**config.mk**
```make
export PLATFORM = sky130hd
export DESIGN_NAME = jk_excitation_driver
export DESIGN_NICKNAME = d
export VERILOG_FILES = /design/src/rtl/jk_excitation_driver.sv
export SDC_FILE = /design/constraint.sdc
export NUM_CORES = 1
export LEC_CHECK = 0
export BUFFER_PORTS_ARGS = -buffer_cell sky130_fd_sc_hd__buf_2
export CORE_MARGIN = 5
export CORE_UTILIZATION = 45
export CTS_CLUSTER_DIAMETER = 200
export CTS_CLUSTER_SIZE = 30
export DETAILED_ROUTE_END_ITERATION = 10
export PLACE_DENSITY = 0.73
export SETUP_SLACK_MARGIN = 0.3
export SYNTH_ARGS = -nofsm -noshare
export SYNTH_HDL_FRONTEND = slang
export SYNTH_SLANG_ARGS = --single-unit
```
**constraint.sdc**
```tcl
create_clock -name clk -period 1.8 [get_ports clk]
set_clock_uncertainty 0.1 [all_clocks]
set_input_delay 0.36 -clock clk [delete_from_list [all_inputs] [get_ports clk]]
set_output_delay 0.36 -clock clk [all_outputs]
set_load 0.02 [all_outputs]
```
**src/rtl/jk_excitation_driver.sv**
```systemverilog
// JK excitation driver: steps an external JK bank to a commanded state and checks Q feedback.
// Optional JK_TOGGLE_PREF_EN resolves excitation don't-cares to 1 (toggle path).
module jk_excitation_driver #(
  parameter int WIDTH  = 4,
  parameter int FB_LAT = 2
) (
  input  logic             clk,
  input  logic             reset,
  input  logic             cmd_valid,
  output logic             cmd_ready,
  input  logic [1:0]       cmd_op,
  input  logic [WIDTH-1:0] cmd_data,
  output logic [WIDTH-1:0] j,
  output logic [WIDTH-1:0] k,
  output logic [WIDTH-1:0] q_exp,
  input  logic [WIDTH-1:0] q_fb,
  output logic             done,
  output logic             err,
  input  logic             err_clr
);

  localparam int CW = (FB_LAT > 1) ? $clog2(FB_LAT) : 1;
  localparam logic [CW-1:0] CNT_LAST = CW'(FB_LAT - 1);

  localparam logic [1:0] S_IDLE   = 2'd0;
  localparam logic [1:0] S_DRIVE  = 2'd1;
  localparam logic [1:0] S_SETTLE = 2'd2;

  localparam logic [1:0] OP_HOLD = 2'b00;
  localparam logic [1:0] OP_LOAD = 2'b01;
  localparam logic [1:0] OP_INC  = 2'b10;
  localparam logic [1:0] OP_DEC  = 2'b11;

  logic [1:0]       state_q, state_d;
  logic [CW-1:0]    cnt_q, cnt_d;
  logic [WIDTH-1:0] qexp_q, qexp_d;
  logic [WIDTH-1:0] nxt_q, nxt_d;
  logic [WIDTH-1:0] j_q, j_d;
  logic [WIDTH-1:0] k_q, k_d;
  logic             load_q, load_d;
  logic             armed_q, armed_d;
  logic             err_q, err_d;

  logic [WIDTH-1:0] nxt_sel;
  logic [WIDTH-1:0] exc_j;
  logic [WIDTH-1:0] exc_k;
  logic             accept;
  logic             last;
  logic             mism;

  always_comb begin
    nxt_sel = qexp_q;
    unique case (cmd_op)
      OP_HOLD: nxt_sel = qexp_q;
      OP_LOAD: nxt_sel = cmd_data;
      OP_INC:  nxt_sel = qexp_q + WIDTH'(1);
      OP_DEC:  nxt_sel = qexp_q - WIDTH'(1);
      default: nxt_sel = qexp_q;
    endcase
  end

`ifdef JK_TOGGLE_PREF_EN
  assign exc_j = qexp_q | nxt_sel;
  assign exc_k = ~(qexp_q & nxt_sel);
`else
  assign exc_j = ~qexp_q & nxt_sel;
  assign exc_k = qexp_q & ~nxt_sel;
`endif

  assign accept = cmd_valid && (state_q == S_IDLE);
  assign last   = (state_q == S_SETTLE) && (cnt_q == CNT_LAST);
  // X/Z on the feedback must count as a mismatch
  assign mism   = (q_fb !== qexp_q);

  always_comb begin
    state_d = state_q;
    cnt_d   = cnt_q;
    qexp_d  = qexp_q;
    nxt_d   = nxt_q;
    j_d     = '0;
    k_d     = '0;
    load_d  = load_q;
    armed_d = armed_q;
    unique case (1'b1)
      (state_q == S_IDLE): begin
        if (accept) begin
          nxt_d   = nxt_sel;
          load_d  = (cmd_op == OP_LOAD);
          j_d     = exc_j;
          k_d     = exc_k;
          state_d = S_DRIVE;
        end
      end
      (state_q == S_DRIVE): begin
        qexp_d  = nxt_q;
        cnt_d   = '0;
        state_d = S_SETTLE;
      end
      (state_q == S_SETTLE): begin
        if (last) begin
          state_d = S_IDLE;
          if (load_q) armed_d = 1'b1;
        end else begin
          cnt_d = cnt_q + CW'(1);
        end
      end
      default: state_d = S_IDLE;
    endcase
  end

  // A failing check in the same cycle as err_clr keeps err set
  always_comb begin
    err_d = err_q;
    if (last && armed_q && mism) err_d = 1'b1;
    else if (err_clr && !last)   err_d = 1'b0;
  end

  always_ff @(posedge clk or negedge reset) begin
    if (!reset) begin
      state_q <= S_IDLE;
      cnt_q   <= '0;
      qexp_q  <= '0;
      nxt_q   <= '0;
      j_q     <= '0;
      k_q     <= '0;
      load_q  <= 1'b0;
      armed_q <= 1'b0;
      err_q   <= 1'b0;
    end else begin
      state_q <= state_d;
      cnt_q   <= cnt_d;
      qexp_q  <= qexp_d;
      nxt_q   <= nxt_d;
      j_q     <= j_d;
      k_q     <= k_d;
      load_q  <= load_d;
      armed_q <= armed_d;
      err_q   <= err_d;
    end
  end

  assign cmd_ready = (state_q == S_IDLE);
  assign j         = j_q;
  assign k         = k_q;
  assign q_exp     = qexp_q;
  assign done      = last;
  assign err       = err_q;

endmodule

```
### Yosys cells after proc, flatten, opt, wreduce, memory -nomap -nowiden

Cells that the tools add are included.

| cells by class | value |
|---|---|
| $add $sub $neg | 3 |
| equality and inequality tests | 9 |
| mux-type cells | 12 |
| bitwise operators | 4 |
| reductions and logical operators | 14 |

Operators with widths:

| cell | number |
|---|---|
| 2-to-1 mux 4 bit | 4 |
| one-hot mux 4 bit (4 select lines) | 1 |
| AND 4 bit | 2 |
| inverter 4 bit | 2 |
| == test 2 bit, second input constant | 3 |
| one-hot mux 2 bit (3 select lines) | 1 |
| AND reduction 2 bit | 3 |
| logical AND 1 bit | 5 |
| adder 4 x 1 -> 4 bit, second input constant | 1 |
| == test 2 x 1 -> 1 bit, second input constant | 2 |
| zero test 2 bit | 2 |
| 2-to-1 mux 2 bit | 2 |
| != test 2 bit, second input constant | 2 |
| case inequality test 4 bit | 1 |
| nonzero test 2 bit | 2 |
| subtractor 4 x 1 -> 4 bit, second input constant | 1 |
| 2-to-1 mux 1 bit | 3 |
| AND reduction 3 bit | 1 |
| != test 2 x 1 -> 1 bit, second input constant | 1 |
| one-hot mux 1 bit (2 select lines) | 1 |
| adder 1 bit, second input constant | 1 |
| zero test 1 bit | 1 |

| storage, ports and cells | value |
|---|---|
| bits in registers | 22 |
| input port bits | 14 |
| output and inout port bits | 15 |
| logic and storage cells | 51 |

### Longest topological paths before layout

| depth | value |
|---|---|
| depth in word-level cells | 6 |
| mapped depth | 8 |

### Least setup slack after synthesis

Ideal clock, no wire load.

| path | value |
|---|---|
| path type | input to register |
| from | input cmd_op[1] |
| to | register nxt_q[2] |
| library setup time | 134 ps |
| arrival | 1750 ps |
| slack | -184 ps |
| stages | 8 |
| buffers on the path | 1 |
| cells stage by stage | buf_1 nand2_1 xnor2_1 ha_1 and4bb_1 a221o_1 a31oi_1 o21ai_0 |

| between the ends | value |
|---|---|
| cells in the longest elaborated chain, start to end | 2 |

RTL lines:

| what | RTL line | source |
|---|---|---|
| start: declaration | 11 | `input logic [1:0] cmd_op,` |
| == test 2 bit, or another cell as far along | 53 | `unique case (cmd_op)` |
| one-hot mux 4 bit (4 select lines) (*) | 53 |  |
| end signal: assignment | 133 | `nxt_q <= nxt_d;` |
| end: declaration | 37 | `logic [WIDTH-1:0] nxt_q, nxt_d;` |

Every way passes the cells marked *; elsewhere a longest branch is shown, timed or not.
A chain may end at the register's enable or synchronous reset.

### Worst setup path in the final report

| path | value |
|---|---|
| from | register qexp_q[1] (netlist: q_exp[1]) |
| to | register k_q[2] (netlist: k[2]) |

| between the ends | value |
|---|---|
| cells in the longest elaborated chain, start to end | 6 |

RTL lines:

| what | RTL line | source |
|---|---|---|
| start: declaration | 36 | `logic [WIDTH-1:0] qexp_q, qexp_d;` |
| start signal: assignment | 132 | `qexp_q <= qexp_d;` |
| subtractor 4 x 1 -> 4 bit / adder 4 x 1 -> 4 bit (equally long branches) | 57, 56 |  |
| one-hot mux 4 bit (4 select lines) (*) | 53 |  |
| inverter 4 bit (*) | 67 | `assign exc_k = qexp_q & ~nxt_sel;` |
| AND 4 bit (*) | 67 |  |
| 2-to-1 mux 4 bit (*) | 86 | `if (accept) begin` |
| 2-to-1 mux 4 bit (*) | 84 | `unique case (1'b1)` |
| net k_d[2] | 39 | `logic [WIDTH-1:0] k_q, k_d;` |
| end signal: assignment | 135 | `k_q <= k_d;` |
| end: declaration | 39 |  |

Mark *: on every way through the listed nets, which the timed path passes. The rest lies on a longest branch.

==> reports/metrics.cfg <==
[logic_synthesis]
synth_cells=97
synth_area_um2=1040
synth_top_area_frac=0.529
avgSynthCellArea_um2=10.7
yosysSeqAreaShare=0.529
ys_ff_latch=22
yosys_warnings=0
synth.largest_area_cell=dfrtp_1
netlist_top_cells_area=dfrtp_1 (53%), mux2_2 (4.3%), xnor2_1 (4.2%)
synth.distinct_cells=31
syn-num-nets=112

[global_routing]
grt_pass1_vias=824
grt_pass1_wl_mm=3.61
overflow=0
grt.total_usage=0.137
grt_max_degree=23
antenna_found_initial=0

[timing]
setup_viol=0
fmax_ghz=0.586
period_minus_slack_ns=1.71
finalHoldViolCount=0
fin_tns_setup_ns=0
rsz0062_at_grt=yes
worstMarginPinSlew_ns=0.456
finalWorstSetupSlack_ns=0.0929
drv_slew=0
timing.hold.ws_ns=0.217
slew_headroom=0.696
finalCritPeriodShare=0.948

[clocking]
clkSlewWorstSetupHoldPaths_ns=0.12
clock-sinks=22
cts_buffers=3
clockBufferDepth=2
cts_tree=done
clk_latency_ns=0.30
cts_root_buf=clkbuf_4
htreeDepth=1

[critical_path]
slowest_stage=dfrtp_2
cpLargestDelayFamily=compound AO/OA/AOI/OAI gates
required_ns=1.95
path_buf_inv=0
max_stage_delay_ns=0.44
cp_data_arrival_time_ns=1.86
critPathKind=flop to flop
end_kind=flop
cp-start-kind=flop
crit_fanout=3
critical_path.cell_chain=xnor2_1 > ha_2 > and4bb_1 > a221o_1 > a31oi_2 > and3_1
reg2reg_slack_ns=0.09

[pwr]
p_int_uw=1320
cellLeakagePower_uw=0.000672
swShare=0.378
pwr-share-comb=0.494
share_seq_of_total_power=0.382
power_density_nw_per_um2=1550
p_sw_uw=806
peakVddDrop_mv=0.768
clkPwrFrac=0.124

[floorplanning]
dieArea_um2=3370
initial_core_util=0.470
row_count=17
io_pins=29
die_w_um=58.1
die_h_um=58.1
fp.coreArea_um2=2210

[drt]
drc=0
drt_iter0_drc=7
ant_nets=0
drt-total-wl_mm=2.05
drt_pass1_iterations=4
vias_per_cell=5.02
wl_per_cell_um=12.5
vias=824

[placement]
gp_congestion=0.728
place_hpwl_mm=1.54
dpl_cell_area_um2=1210
io_buffers=28
place_ws_ns=-0.00837

[job]
cap_viol_max_count=0

[outcome]
run_status=finished clean

[worst_hold_path]
min_path_type=input port to flop

[layout]
drive_gt1_frac=0.471
antenna_cells=0
postLayoutCellArea_um2=1380
synthToLayoutAreaGrowth_pct=32.4
layout_commonest_cell=buf_2
final_cell_mix=buf_2 (24), dfrtp_1 (18), buf_4 (12)
num-nets-final=152

==> registers in the layout, indices dropped and copies added (netlist names) <==
register  count
armed_q       1
cnt_q         1
err           1
j             4
k             4
load_q        1
nxt_q         4
q_exp         4
state_q       2
==> worst paths after layout <==
check                          from  endpoint  cells past startpoint
max                        q_exp[1]      k[2]                      6
min                         err_clr       err                      3
max reg2reg                q_exp[1]      k[2]                      6
min reg2reg                 armed_q   armed_q                      1
max in group asynchronous     reset  q_exp[0]                      2
min in group asynchronous     reset    load_q                      2
==> tightest hold or removal path, stage by stage <==
cell	delay (ns)
buf_2	0.07
nor2b_1	0.11
nor2_1	0.05
==> layer usage <==
| layer | GRT usage | up-vias | share of wire |
|---|---|---|---|
| met3 | 0.0223 | 4 | 0.050 |
| li1 | - | 412 | - |
| met5 | 0 | - | 0 |
| met1 | 0.160 | 390 | 0.41 |
| met4 | 0.0629 | 0 | 0.014 |
| met2 | 0.244 | 18 | 0.52 |
==> kinds of logic (layout without fill, tap and decap cells) <==
logic type               Yosys count  after routing  share of synthesized area
XOR/XNOR                           6              6                     0.0505
AO/OA/AOI/OAI                     14             14                     0.0854
adder cells (fa/ha/maj)            1              1                     0.0120
multiplexers                       6              6                     0.0626
AND/OR/NAND/NOR                   41             41                      0.213
flip-flops                        22             22                      0.529
buffers and inverters              7             46                     0.0469
==> power groups by stage <==
stage	registers [uW]	logic [uW]	clock network, uW
global route	839	1150	288
detailed placement	824	838	0
floorplan	886	548	0
CTS	813	978	271
finish	813	1050	264
global placement	815	821	0
==> timing repair <==
item / CTS / global route
setup buffers: 5 / 2
endpoints found under the hold margin: 22 / 0
pin swaps: 1 / 4
hold buffers: 1 / 0
setup endpoints to repair: 10 / 18
resized for setup: 10 / 8
==> layout make-up <==
cell class,count,area (um^2)
fillers,201,836
flip-flops and latches,22,556
multi-input cells,68,480
repair buffers,41,265
clock buffers,4,36.3
well taps,28,35.0
inverters,1,3.75
==> synthesized netlist by cell type (all sizes together) <==
cell    number
a21o         1
a21oi        3
a221o        1
a31oi        4
and3         3
and4b        1
and4bb       1
buf          5
clkbuf       1
clkinv       1
dfrtp       22
ha           1
mux2         4
mux2i        2
nand2        9
nand2b       1
nand4        1
nor2        11
nor2b        5
nor3         4
nor3b        1
nor4b        1
o21ai        5
or2          1
or3          2
xnor2        5
xor2         1
==> metrics by stage <==
step / utilization / power [uW] / std cells
6_report: 0.622 / 2130 / 164
5_1_grt: 0.622 / 2280 / 164
4_1_cts: 0.602 / 2060 / 162
3_5_place_dp: 0.549 / 1660 / 152
3_3_place_gp: 0.549 / 1640 / 152
2_1_floorplan: - / 1430 / 97
Note: power is estimated with default switching activity, not from simulation.
